===== src/rtl/fetch_stage.sv =====
// fetch_stage: boots the PC from the reset vector, fetches one word per cycle
// into the IF/ID register, and applies ICU injection/override, branch redirects
// and hazard freezes.
module fetch_stage (
  input  logic        clk,
  input  logic        reset,
  input  logic        enable,
  input  logic        icu_stall,
  input  logic [15:0] icu_instruction,
  input  logic        icu_pc_load,
  input  logic [31:0] icu_pc_value,
  input  logic        hazard_stall,
  input  logic        branch_taken,
  input  logic [31:0] branch_target,
  output logic [31:0] imem_addr,
  input  logic [15:0] imem_data,
  output logic [15:0] ifid_instruction,
  output logic [31:0] ifid_pc,
  output logic        ifid_valid,
  output logic [31:0] ret_pc
);

  localparam int unsigned PC_W   = 32;
  localparam int unsigned INSN_W = 16;
  localparam logic [INSN_W-1:0] NOP = INSN_W'(0);

  typedef enum logic [1:0] {
    BOOT_HI = 2'd0,
    BOOT_LO = 2'd1,
    RUN     = 2'd2
  } state_t;

  state_t              state_q, state_d;
  logic [PC_W-1:0]     pc_q, pc_d;
  logic [PC_W-1:0]     ret_pc_d;
  logic                stall_q, stall_d;
  logic [INSN_W-1:0]   ifid_insn_d;
  logic [PC_W-1:0]     ifid_pc_d;
  logic                ifid_valid_d;
  logic [PC_W-1:0]     pc_inc_c;

  assign pc_inc_c = pc_q + PC_W'(1);

  // Next-state, fetch address and IF/ID update; RUN applies the redirect priority.
  always_comb begin
    state_d      = state_q;
    pc_d         = pc_q;
    ret_pc_d     = ret_pc;
    stall_d      = stall_q;
    ifid_insn_d  = ifid_instruction;
    ifid_pc_d    = ifid_pc;
    ifid_valid_d = ifid_valid;
    imem_addr    = pc_q;

    unique case (state_q)
      BOOT_HI: begin
        imem_addr = PC_W'(0);
        pc_d      = {imem_data, pc_q[INSN_W-1:0]};
        state_d   = BOOT_LO;
      end
      BOOT_LO: begin
        imem_addr = PC_W'(1);
        pc_d      = {pc_q[PC_W-1:INSN_W], imem_data};
        state_d   = RUN;
      end
      RUN: begin
        stall_d = icu_stall;
        // Return address is latched once, on the first stalled cycle; the word
        // at the old pc is dropped so it is re-fetched after the ISR.
        if (icu_stall && !stall_q) begin
          ret_pc_d = branch_taken ? branch_target : pc_q;
        end

        if (icu_pc_load) begin
          pc_d         = icu_pc_value;
          ifid_insn_d  = NOP;
          ifid_pc_d    = PC_W'(0);
          ifid_valid_d = 1'b0;
        end else if (branch_taken) begin
          pc_d = branch_target;
          if (icu_stall) begin
            ifid_insn_d  = icu_instruction;
            ifid_pc_d    = ret_pc_d;
            ifid_valid_d = 1'b1;
          end else begin
            ifid_insn_d  = NOP;
            ifid_pc_d    = PC_W'(0);
            ifid_valid_d = 1'b0;
          end
        end else if (icu_stall) begin
          ifid_insn_d  = icu_instruction;
          ifid_pc_d    = ret_pc_d;
          ifid_valid_d = 1'b1;
        end else if (hazard_stall) begin
          pc_d = pc_q;
        end else begin
          pc_d         = pc_inc_c;
          ifid_insn_d  = imem_data;
          ifid_pc_d    = pc_inc_c;
          ifid_valid_d = 1'b1;
        end
      end
      default: begin
        state_d = BOOT_HI;
      end
    endcase
  end

  // State and pipeline registers; enable=0 freezes everything.
  always_ff @(posedge clk or posedge reset) begin
    if (reset) begin
      state_q          <= BOOT_HI;
      pc_q             <= PC_W'(0);
      ret_pc           <= PC_W'(0);
      stall_q          <= 1'b0;
      ifid_instruction <= NOP;
      ifid_pc          <= PC_W'(0);
      ifid_valid       <= 1'b0;
    end else if (enable) begin
      state_q          <= state_d;
      pc_q             <= pc_d;
      ret_pc           <= ret_pc_d;
      stall_q          <= stall_d;
      ifid_instruction <= ifid_insn_d;
      ifid_pc          <= ifid_pc_d;
      ifid_valid       <= ifid_valid_d;
    end
  end

endmodule


===== config.mk =====
export PLATFORM = sky130hd
export DESIGN_NAME = fetch_stage
export DESIGN_NICKNAME = d
export VERILOG_FILES = /design/src/rtl/fetch_stage.sv
export SDC_FILE = /design/constraint.sdc
export NUM_CORES = 1
export LEC_CHECK = 0
export ABC_AREA = 1
export CAP_MARGIN = 10
export CORE_UTILIZATION = 53
export CTS_BUF_LIST = sky130_fd_sc_hd__clkbuf_16
export DETAILED_ROUTE_END_ITERATION = 10
export GPL_TIMING_DRIVEN = 1
export PLACE_DENSITY = 0.94
export SYNTH_ARGS = -nofsm -noshare
export SYNTH_HDL_FRONTEND = slang
export SYNTH_SLANG_ARGS = --single-unit
export TNS_END_PERCENT = 50

===== constraint.sdc =====
create_clock -name clk -period 10.75 [get_ports clk]
set_clock_uncertainty 0.2 [all_clocks]
set_input_delay 2.15 -clock clk [delete_from_list [all_inputs] [get_ports clk]]
set_output_delay 2.15 -clock clk [all_outputs]
set_load 0.005 [all_outputs]

==> results.md, run 1 <==
* Final ANT Viol Nets at 0
* Crit path max-delay family: buffers and inverters
* Die Ht at 121.9 µm
* FF-to-FF End: ifid_pc[8]
* CTS root buffer: clkbuf_16
* Hold_buf cts at 0
* Total power at approximately 0.0028 W
* Comb pwr share at a little under 50%
* GRT Overall Usage at 39.70%
* Setup-failing EPs final at 0
* Commonest cells after routing, fill and taps aside: nand2_1 (375), clkdlybuf4s50_1 (214), nor2_1 (119), dfrtp_1 (116), o21ai_0 (101)
* Setup crit end kind: flip-flop
* Global-route wire length before repair at between 40 and 50 mm
* Largest net degree at the start of global routing at between 70 and 80
* CP max stage delay at between 1000 and 1500 ps
* Type of the worst setup path: in -> reg
* Clock share of power at 21.2%
* Mapped Cells at 1,151
* Post-Synth Simple-Gate Area at 30.50%
* RSZ-0062 raised after global routing: false
* Layout cells sized above 1 at about 5.7%
* Synth top area share at around two fifths
* Site Rows at 43
* Slowest-stage cell, CP: clkinv_1
* Hold path cells at 2
* Mean area per synthesized cell at roughly 6.6 µm²
* Die X at 121.9 µm
* Worst hold path endpoint: ifid_pc[21]
* Number of buffers inserted by port buffering at 215
* R2R Path Start: state_q[1]
* Buf/Inv on CP at 4
* Main combinational cell family by area after synthesis: simple AND/OR/NAND/NOR gates
* CTS sink cnt at between 100 and 150
* CTS max path bufs at 2
* Complex-gate fraction of the synthesized area at between 20% and 30%
* Multiplexer share of the synthesized area at 0%
* Starting Density at a little over half
* Die area at 0.01486 mm²
* Worst-margin pin slew at approximately 1100 ps
* Vias in the first global route at about 8,700
* Worst reg2reg setup slack at between 6000 and 7000 ps
* Cell taking the most area after synthesis: dfrtp_1
* Peak VDD IR at between 100 and 150 µV
* Most common cell after layout, fill and taps aside: nand2_1
* Fmax at around 0.18 GHz
* Area share of fa/ha/maj cells after synthesis at less than 1%
* Period utilization at 52.91%
* Pwr dens at between 200 and 300 mW/mm²
* HP Class: reg -> reg
* Seq/Total Area, Yosys at about two fifths
* Max-cap violations at 0
* Xor/xnor cell area share of the yosys netlist at 1.133%
* Gr ovfl total at 0
* Startpoint Class: primary input
* P_sw at ~0.0012 W
* Yosys cell types at 35
* DR vias at 9,225
* Sequential fraction of design power at between 30 and 40%
* Post-synth EDFFs at 0
* Outcome: complete, no violations
* Setup bufs post-CTS at 0
* Sw frac at 42.85%
* Leakage power at a little under 5 nW
* Critical-path cell list: clkdlybuf4s50_1 -> buf_4 -> inv_2 -> a31oi_1 -> nand2_1 -> clkinv_1 -> a22o_1
* Antenna cells at 0
* Htree depth at 4
* Hold path startpoint: ifid_pc[21]
* Insertion delay to the later sink of the worst-skew pair at 420 ps
* Final hold violation count at 0
* Crit path DAT at between 5000 and 6000 ps
* TritonCTS buffer count at 17
* Post-CTS sizing at 0
* Setup tns final at 0 ps
* Critical-path maximum fanout at 46
* Syn_nets at about 1,300
* Ys async rst share at 100.0%
* Gp weighted congestion at 0.9656
* TritonCTS clock tree: done
* Worst EP required at 10,840 ps
* Final Critical Period at 5688 ps
* Initial antenna violation count at 0
* Iteration-0 DRC Markers at ~1,400
* CTS clk-pin slew, worst paths at approximately 60 ps
* Relative slew slack at about a quarter
* Synth top area cells: dfrtp_1 (38%), nand2_1 (18%), o21ai_0 (6.6%)
* Internal power at between 0.0015 and 0.002 W
* Ports at between 200 and 250
* Number of vias per cell at around 6.1
* Placeable Area at 0.01393 mm²
* DR DRC count at 0
* Nets at about 1,400
* DR WL/cell at 19.11 µm
* Area Overhead vs Synth at 36.07%
* Synth Warn # at 0
* Initial DRT Pass Iterations at 7
* Cell Area, Synth at roughly 0.0076 mm²
* Yosys reg bits at roughly 120
* Pins over their slew limit at 0
* Top FF cell, synth: dfrtp_1
* DRT Wirelength at between 20 and 30 mm
* R2R cell count at 8
* Hpwl dp at about 20 mm
power groups by stage:
stage          clock, W  sequential (W)  combinational [W]
2_1_floorplan         0        0.000794           0.000734
3_3_place_gp          0        0.000845            0.00126
3_5_place_dp          0        0.000848            0.00130
4_1_cts        0.000586        0.000846            0.00132
5_1_grt        0.000606        0.000874            0.00148
6_report       0.000594        0.000858            0.00134
stage by stage:
| stage | util, % | cell area [µm²] | std cells | worst slack [ps] | hold slack [ps] |
|---|---|---|---|---|---|
| after global placement | 70.10 | 9768 | 1491 | 4942 | 263.6 |
| after global routing | 74.42 | 10370 | 1523 | 4840 | 312.5 |
| after floorplan | - | 7621 | 1151 | 5328 | 272.4 |
| after CTS | 74.42 | 10370 | 1523 | 5255 | 280.7 |
| after detailed placement | 70.10 | 9768 | 1491 | 4877 | 265.0 |
| final | 74.42 | 10370 | 1523 | 5062 | 280.0 |
cells in the mapped netlist, types with 3 or more instances:
library cell / n
o21ai_1: 29
o211ai_1: 5
nor2_4: 7
buf_4: 6
nand2_1: 375
a22oi_1: 21
a31oi_1: 21
inv_1: 101
clkbuf_1: 32
a21oi_1: 96
nand2_2: 13
nor2_2: 4
o21ai_0: 101
nor2_1: 119
inv_2: 6
buf_2: 23
dfrtp_1: 116
clkinv_1: 3
ha_1: 5
a22o_1: 6
xor2_1: 6
nand3_1: 38
layout make-up:
| type | instances | area, µm² |
|---|---|---|
| clock buffer | 17 | 425.4 |
| clock inverter | 15 | 176.4 |
| fill | 1023 | 3565 |
| inverter | 110 | 415.4 |
| multi-input combinational | 862 | 4018 |
| sequential | 116 | 2903 |
| tap | 180 | 225.2 |
| timing repair buffer | 223 | 2207 |
sequential cells by signal, summed over array words and instances (netlist names):
signal            cells
ifid_valid            1
state_q               2
pc_q                 32
stall_q               1
ret_pc               32
ifid_instruction     16
ifid_pc              32
tightest hold or removal path, cell delays in order (launching register included):
cell and delay, ps:
dfrtp_1 340, nand2_1 50, nand2_1 60
layer usage:
| metal | vias up | track usage, % | part of all wire [%] | routed length [µm] |
|---|---|---|---|---|
| met2 | 808 | 61.62 | 45 | 13070 |
| li1 | 4071 | - | - | - |
| met1 | 4174 | 49.32 | 35 | 10240 |
| met5 | - | 0 | 0 | 0 |
| met3 | 172 | 10.11 | 14 | 4125 |
| met4 | 0 | 24.77 | 5.7 | 1660 |
cell families (layout without fill, tap and decap cells):
group                    Yosys count  in the layout
AO/OA/AOI/OAI                    283            283
XOR/XNOR                           9              9
adder cells (fa/ha/maj)            5              5
buffers and inverters            173            365
flip-flops                       116            116
AND/OR/NAND/NOR                  565            565
how the worst max path moves through the flow:
| stage | start | to | slack (ps) | cells after the start |
|---|---|---|---|---|
| final | icu_pc_load | ifid_pc[8] | 5060 | 7 |
| after global placement | icu_pc_load | ifid_pc[3] | 4940 | 7 |
| after global routing | icu_pc_load | ifid_pc[8] | 4840 | 7 |
| after detailed placement | icu_pc_load | ifid_pc[5] | 4880 | 7 |
| after floorplan | reset | ifid_instruction[0] | 5330 | 1 |
| after CTS | icu_pc_load | ifid_pc[8] | 5260 | 7 |
Note: power is estimated with default switching activity, not from simulation.
==> run 2: changes to the inputs <==
--- a/config.mk
+++ b/config.mk
@@ -7,11 +7,11 @@
 export LEC_CHECK = 0
 export ABC_AREA = 1
 export CAP_MARGIN = 10
-export CORE_UTILIZATION = 53
+export CORE_UTILIZATION = 49
 export CTS_BUF_LIST = sky130_fd_sc_hd__clkbuf_16
 export DETAILED_ROUTE_END_ITERATION = 10
 export GPL_TIMING_DRIVEN = 1
-export PLACE_DENSITY = 0.94
+export PLACE_DENSITY = 0.89
 export SYNTH_ARGS = -nofsm -noshare
 export SYNTH_HDL_FRONTEND = slang
 export SYNTH_SLANG_ARGS = --single-unit
==> constraint.sdc (replaced) <==
create_clock -name clk -period 5.85 [get_ports clk]
set_clock_uncertainty 0.2 [all_clocks]
set_input_delay 1.17 -clock clk [delete_from_list [all_inputs] [get_ports clk]]
set_output_delay 1.17 -clock clk [all_outputs]
set_load 0.005 [all_outputs]
==> run 2 against run 1 <==
Die area is 8.0% higher. Wire length is 0.97% lower. Largest cell class unchanged. Non-clock buffer count is 4 higher.
==> results.md, run 2 (synthesis gave the netlist of run 1 again) <==
* Outcome: complete, no violations
* FF-to-FF End: ifid_pc[6]
* Setup crit end kind: flip-flop
* CTS max path bufs at 2 (unchanged)
* Peak VDD IR at 247.4 µV (+68%)
* TritonCTS buffer count at 17 (unchanged)
* Die X at 126.7 µm (+3.9%)
* DRT Wirelength at 28.81 mm (-0.97%)
* GRT Overall Usage at 36.48% (-3.2 points)
* Cell Area, Placed at 0.009808 mm² (+0.41%)
* Hold_buf cts at 0 (unchanged)
* Crit path DAT at 4300 ps (-1480 ps)
* Hpwl dp at 20.97 mm (+5.1%)
* Total power at 0.005111 W (+83%)
* Pins over their slew limit at 0 (unchanged)
* Commonest cells after routing, fill and taps aside: nand2_1 (375), clkdlybuf4s50_1 (214), nor2_1 (119), dfrtp_1 (116), inv_1 (102)
* Gr ovfl total at 0 (unchanged)
* RSZ-0062 raised after global routing: false
* Crit path capture: ifid_pc[6]
* Final hold violation count at 0 (unchanged)
* Final std cells w/o fill at 1,535 (+0.79%)
* HP Class: reg -> reg
* Vias in the first global route at 8,203 (-5.4%)
* Worst reg2reg setup slack at 1910 ps (-4730 ps)
* Startpoint Class: primary input
* Pwr dens at 492.3 mW/mm² (+83%)
* Hold path cells at 2 (unchanged)
* Initial DRT Pass Iterations at 6 (-1)
* Largest net degree at the start of global routing at 50 (-37%)
* Site Rows at 45 (+4.7%)
* Final ANT Viol Nets at 0 (unchanged)
* Placed Cells at 1,503 (+0.80%)
* Critical-path maximum fanout at 32 (-30%)
* Layout cells sized above 1 at 5.791% (+0.057 points)
* Relative slew slack at 36.36% (+10 points)
* R2R cell count at 9 (+1)
* TritonCTS clock tree: done
* Die Ht at 126.7 µm (+3.9%)
* Setup bufs post-CTS at 0 (unchanged)
* Final Critical Period at approximately 4200 ps
* Final design utilization at 68.29% (-6.1 points)
* Sequential Area at 0.002903 mm² (unchanged)
* R2R Path Start: state_q[1]
* Fmax at approximately 0.24 GHz
* Leakage power at 4.924 nW (+0.43%)
* Fillers at 1,235 (+21%)
* Die area at 0.01606 mm² (+8.0%)
* Post-CTS sizing at 0 (unchanged)
* Largest registers: ifid_pc x32, pc_q x32, ret_pc x32
* DR vias at 8,823 (-4.4%)
* CTS root buffer: clkbuf_16
* Number of vias per cell at 5.748 (-5.1%)
* Antenna cells at 0 (unchanged)
* Multi-input combinational cell area at 0.004018 mm² (unchanged)
* Worst setup path startpoint: enable
* Area Overhead vs Synth at 36.22%
* Design area at 0.01038 mm² (+0.11%)
* CTS sink cnt at 116 (unchanged)
* Max-cap violations at 0 (unchanged)
* Type of the worst setup path: in -> reg
* Setup tns final at 0 ps (unchanged)
* Global-route wire length before repair at 44.50 mm (-0.78%)
* Starting Density at 50.13% (-4.6 points)
* Iteration-0 DRC Markers at 1,061 (-25%)
* DR WL/cell at 18.77 µm (-1.7%)
* CTS clk-pin slew, worst paths at 50 ps (about the same)
* Ports at 216 (unchanged)
* Htree depth at 4 (unchanged)
* Worst EP required at 5950 ps (-4890 ps)
* Gp weighted congestion at 0.9768 (+1.2%)
* Nets at 1,442 (+0.28%)
* Number of buffers inserted by port buffering at 215 (unchanged)
* Initial antenna violation count at 0 (unchanged)
* Worst-margin pin slew at 948.8 ps (-151.3 ps)
* Setup-failing EPs final at 0 (unchanged)
* DR DRC count at 0 (unchanged)
* Period utilization at 71.91%
* Placeable Area at 0.01520 mm² (+9.1%)
* Most common cell after layout, fill and taps aside: nand2_1
* Insertion delay to the later sink of the worst-skew pair at 420 ps (about the same)
## run 2: cell count changes in the layout (fill, tap and decap cells not counted), moves of 2 or more
| cell | previous run | this run |
|---|---|---|
| buf_4 | 8 | 12 |
| clkinv_2 | 0 | 4 |
| inv_1 | 100 | 102 |
| inv_6 | 5 | 0 |
## run 2: final cells by class
type                            count  area share [%]
Tap cell                          188           2.266
Timing Repair Buffer              227           21.55
Clock buffer                       17           4.098
Sequential cell                   116           27.96
Inverter                          110           4.001
Clock inverter                     15           1.422
Multi-Input combinational cell    862           38.70
## run 2: how the worst min path moves through the flow
| stage | startpoint | endpoint | slack [ps] |
|---|---|---|---|
| 4_1_cts | ifid_pc[9] | ifid_pc[9] | 290 |
| 3_3_place_gp | ifid_instruction[9] | ifid_instruction[9] | 270 |
| 3_5_place_dp | ifid_pc[31] | ifid_pc[31] | 270 |
| 2_1_floorplan | ifid_pc[26] | ifid_pc[26] | 270 |
| 5_1_grt | ifid_pc[9] | ifid_pc[9] | 300 |
| 6_report | ifid_pc[20] | ifid_pc[20] | 290 |
## run 2: stage by stage
| stage | hold slack (ps) | worst slack (ps) |
|---|---|---|
| 6_report | 289.1 | 1643 |
| 5_1_grt | 299.6 | 1466 |
| 3_3_place_gp | 266.6 | 1313 |
| 2_1_floorplan | 272.4 | 1408 |
| 3_5_place_dp | 265.0 | 1218 |
| 4_1_cts | 288.8 | 1650 |
## run 2: where the power goes
| part | leakage, nW | internal (W) | switching [W] |
|---|---|---|---|
| clock network | 0.285 | 0.000655 | 0.000378 |
| registers | 1.46 | 0.00116 | 0.000482 |
| logic | 3.18 | 0.00111 | 0.00133 |
## run 2: worst max-delay path: stages
cell,delay [ps]
clkdlybuf4s50_1,480
nand2_1,110
buf_4,320
a31oi_1,120
nand2_1,600
clkinv_1,990
a22o_1,500
## run 2: layer usage
| layer | part of all wire [%] | up-vias | GRT usage [%] | wire length (µm) |
|---|---|---|---|---|
| met3 | 12 | 88 | 8.646 | 3437 |
| met4 | 4.3 | 0 | 17.58 | 1251 |
| met1 | 41 | 4031 | 50.00 | 11850 |
| li1 | - | 4082 | - | - |
| met5 | 0 | - | 0 | 0 |
| met2 | 43 | 622 | 54.44 | 12280 |
==> run 3: changes to the inputs <==
--- a/config.mk
+++ b/config.mk
@@ -7,11 +7,11 @@
 export LEC_CHECK = 0
 export ABC_AREA = 1
 export CAP_MARGIN = 10
-export CORE_UTILIZATION = 49
+export CORE_UTILIZATION = 44
 export CTS_BUF_LIST = sky130_fd_sc_hd__clkbuf_16
 export DETAILED_ROUTE_END_ITERATION = 10
 export GPL_TIMING_DRIVEN = 1
-export PLACE_DENSITY = 0.89
+export PLACE_DENSITY = 0.85
 export SYNTH_ARGS = -nofsm -noshare
 export SYNTH_HDL_FRONTEND = slang
 export SYNTH_SLANG_ARGS = --single-unit
==> constraint.sdc (replaced) <==
create_clock -name clk -period 3.4 [get_ports clk]
set_clock_uncertainty 0.2 [all_clocks]
set_input_delay 0.68 -clock clk [delete_from_list [all_inputs] [get_ports clk]]
set_output_delay 0.68 -clock clk [all_outputs]
set_load 0.005 [all_outputs]
==> run 3 against run 2 <==
Critical path depth decreased by 3. Clock-buffer cell count unchanged. Combinational power increased by 75%. Worst hold slack got worse by 2.5 ps. Die area increased by 11%. Wire length increased by 5.9%.
==> results.md, run 3 (synthesis gave the netlist of run 1 again) <==
* Commonest cells after routing, fill and taps aside: nand2_1 (375), clkdlybuf4s50_1 (214), nor2_1 (119), dfrtp_1 (116), o21ai_0 (101)
* Setup bufs post-CTS at 0 (unchanged)
* Layout cells sized above 1 at 6.922% (+1.1 points)
* TritonCTS buffer count at 17 (unchanged)
* Largest registers: ifid_pc x32, pc_q x32, ret_pc x32
* Die Ht at 133.6 µm (+5.4%)
* RSZ-0062 raised after global routing: false
* Fmax at roughly 0.34 GHz
* DR DRC count at 0 (unchanged)
* Insertion delay to the later sink of the worst-skew pair at 430 ps (about the same)
* Final ANT Viol Nets at 0 (unchanged)
* Max-cap violations at 0 (unchanged)
* Outcome: complete, no violations
* Initial DRT Pass Iterations at 5 (-1)
* Ports at 216 (unchanged)
* Type of the worst setup path: reg -> out
* Area Overhead vs Synth at 39.52%
* Worst reg2reg setup slack at 820 ps (-1090 ps)
* Starting Density at 45.47% (-4.7 points)
* HP Class: reg -> reg
* CTS clk-pin slew, worst paths at 50 ps (about the same)
* Gr ovfl total at 0 (unchanged)
* Antenna cells at 0 (unchanged)
* Largest net degree at the start of global routing at 63 (+26%)
* Iteration-0 DRC Markers at 1,238 (+17%)
* Number of buffers inserted by port buffering at 215 (unchanged)
* GRT Overall Usage at 34.61% (-1.9 points)
* Cell Area, Placed at 0.009995 mm² (+1.9%)
* Crit path capture: imem_addr[0]
* Critical-path maximum fanout at 28 (-13%)
* R2R Path Start: state_q[1]
* CTS max path bufs at 2 (unchanged)
* Worst EP required at 2520 ps (-3430 ps)
* Worst-margin pin slew at 949.5 ps (+0.7014 ps)
* Number of vias per cell at 5.605 (-2.5%)
* Startpoint Class: flip-flop
* Die X at 133.6 µm (+5.4%)
* Peak VDD IR at 482.0 µV (+95%)
* Htree depth at 4 (unchanged)
* TritonCTS clock tree: done
* Most common cell after layout, fill and taps aside: nand2_1
* Nets at 1,453 (+0.76%)
* Setup tns final at 0 ps (unchanged)
* Placeable Area at 0.01676 mm² (+10%)
* R2R cell count at 8 (-1)
* Leakage power at 5.011 nW (+1.8%)
* DR WL/cell at 19.34 µm (+3.0%)
* Initial antenna violation count at 0 (unchanged)
* FF-to-FF End: pc_q[16]
* Worst setup path startpoint: state_q[1]
* Design area at 0.01063 mm² (+2.4%)
* Pins over their slew limit at 0 (unchanged)
* Setup-failing EPs final at 0 (unchanged)
* Period utilization at between 80% and 90%
* Gp weighted congestion at 0.9534 (-2.4%)
* Relative slew slack at 36.61% (+0.25 points)
* CTS root buffer: clkbuf_16
* Hpwl dp at 22.74 mm (+8.4%)
* Post-CTS sizing at 0 (unchanged)
* Final hold violation count at 0 (unchanged)
* Crit path DAT at 2050 ps (-2250 ps)
* Die area at 0.01785 mm² (+11%)
* Setup crit end kind: output pin
* Site Rows at 47 (+4.4%)
* Pwr dens at 853.7 mW/mm² (+73%)
* Global-route wire length before repair at 46.58 mm (+4.7%)
* Final Critical Period at roughly 3000 ps
* CTS sink cnt at 116 (unchanged)
* DR vias at 8,844 (+0.24%)
* DRT Wirelength at 30.52 mm (+5.9%)
* Vias in the first global route at 8,286 (+1.0%)
* Hold_buf cts at 0 (unchanged)
==> run 3: worst min path at each step <==
stage | cells past startpoint | slack [ps] | endpoint | from
floorplan | 2 | 270 | ifid_pc[26] | ifid_pc[26]
global placement | 2 | 270 | ifid_instruction[10] | ifid_instruction[10]
detailed placement | 2 | 270 | ifid_pc[16] | ifid_pc[16]
CTS | 2 | 290 | ifid_instruction[10] | ifid_instruction[10]
global route | 2 | 300 | ifid_pc[23] | ifid_pc[23]
finish | 2 | 290 | ifid_pc[22] | ifid_pc[22]
==> run 3: report_power, final <==
group,leakage (nW),switching (W),internal (W)
Combinational,3.24,0.00232,0.00195
Sequential,1.46,0.000842,0.00199
Clock,0.302,0.000686,0.00129
Total,5.01,0.00385,0.00523
==> run 3: layer usage <==
| layer | wire (µm) | GRT usage (%) | part of all wire [%] | up-vias |
|---|---|---|---|---|
| li1 | - | - | - | 4107 |
| met5 | 0 | 0 | 0 | - |
| met4 | 920 | 12.94 | 3.0 | 0 |
| met3 | 3812 | 8.676 | 12 | 64 |
| met1 | 12580 | 47.95 | 41 | 4056 |
| met2 | 13200 | 52.00 | 43 | 617 |
==> run 3: worst max-delay path, stage by stage, from the launching register on <==
cell and delay (ps):
dfrtp_1 500, buf_4 370, nand2_1 90, o21ai_0 100
clkdlybuf4s50_1 550
==> run 3: final cells by class <==
class | count | area (µm²)
clock inverter | 15 | 212.7
clock buffer | 17 | 425.4
timing repair buffer | 238 | 2382
fill | 1526 | 6127
tap | 220 | 275.3
inverter | 110 | 416.7
sequential | 116 | 2903
multi-input combinational | 862 | 4018
==> run 3: metrics by stage <==
| step | util (%) | cells | power (W) | hold WS, ps | setup WS, ps |
|---|---|---|---|---|---|
| 6_report | 63.44 | 1578 | 0.009077 | 286.5 | 472.5 |
| 5_1_grt | 63.44 | 1578 | 0.009600 | 300.5 | 371.1 |
| 4_1_cts | 63.44 | 1578 | 0.008971 | 291.0 | 461.2 |
| 3_5_place_dp | 59.63 | 1546 | 0.006961 | 269.7 | 525.2 |
| 3_3_place_gp | 59.63 | 1546 | 0.006884 | 265.6 | 615.2 |
| 2_1_floorplan | - | 1151 | 0.004831 | 272.4 | 1058 |
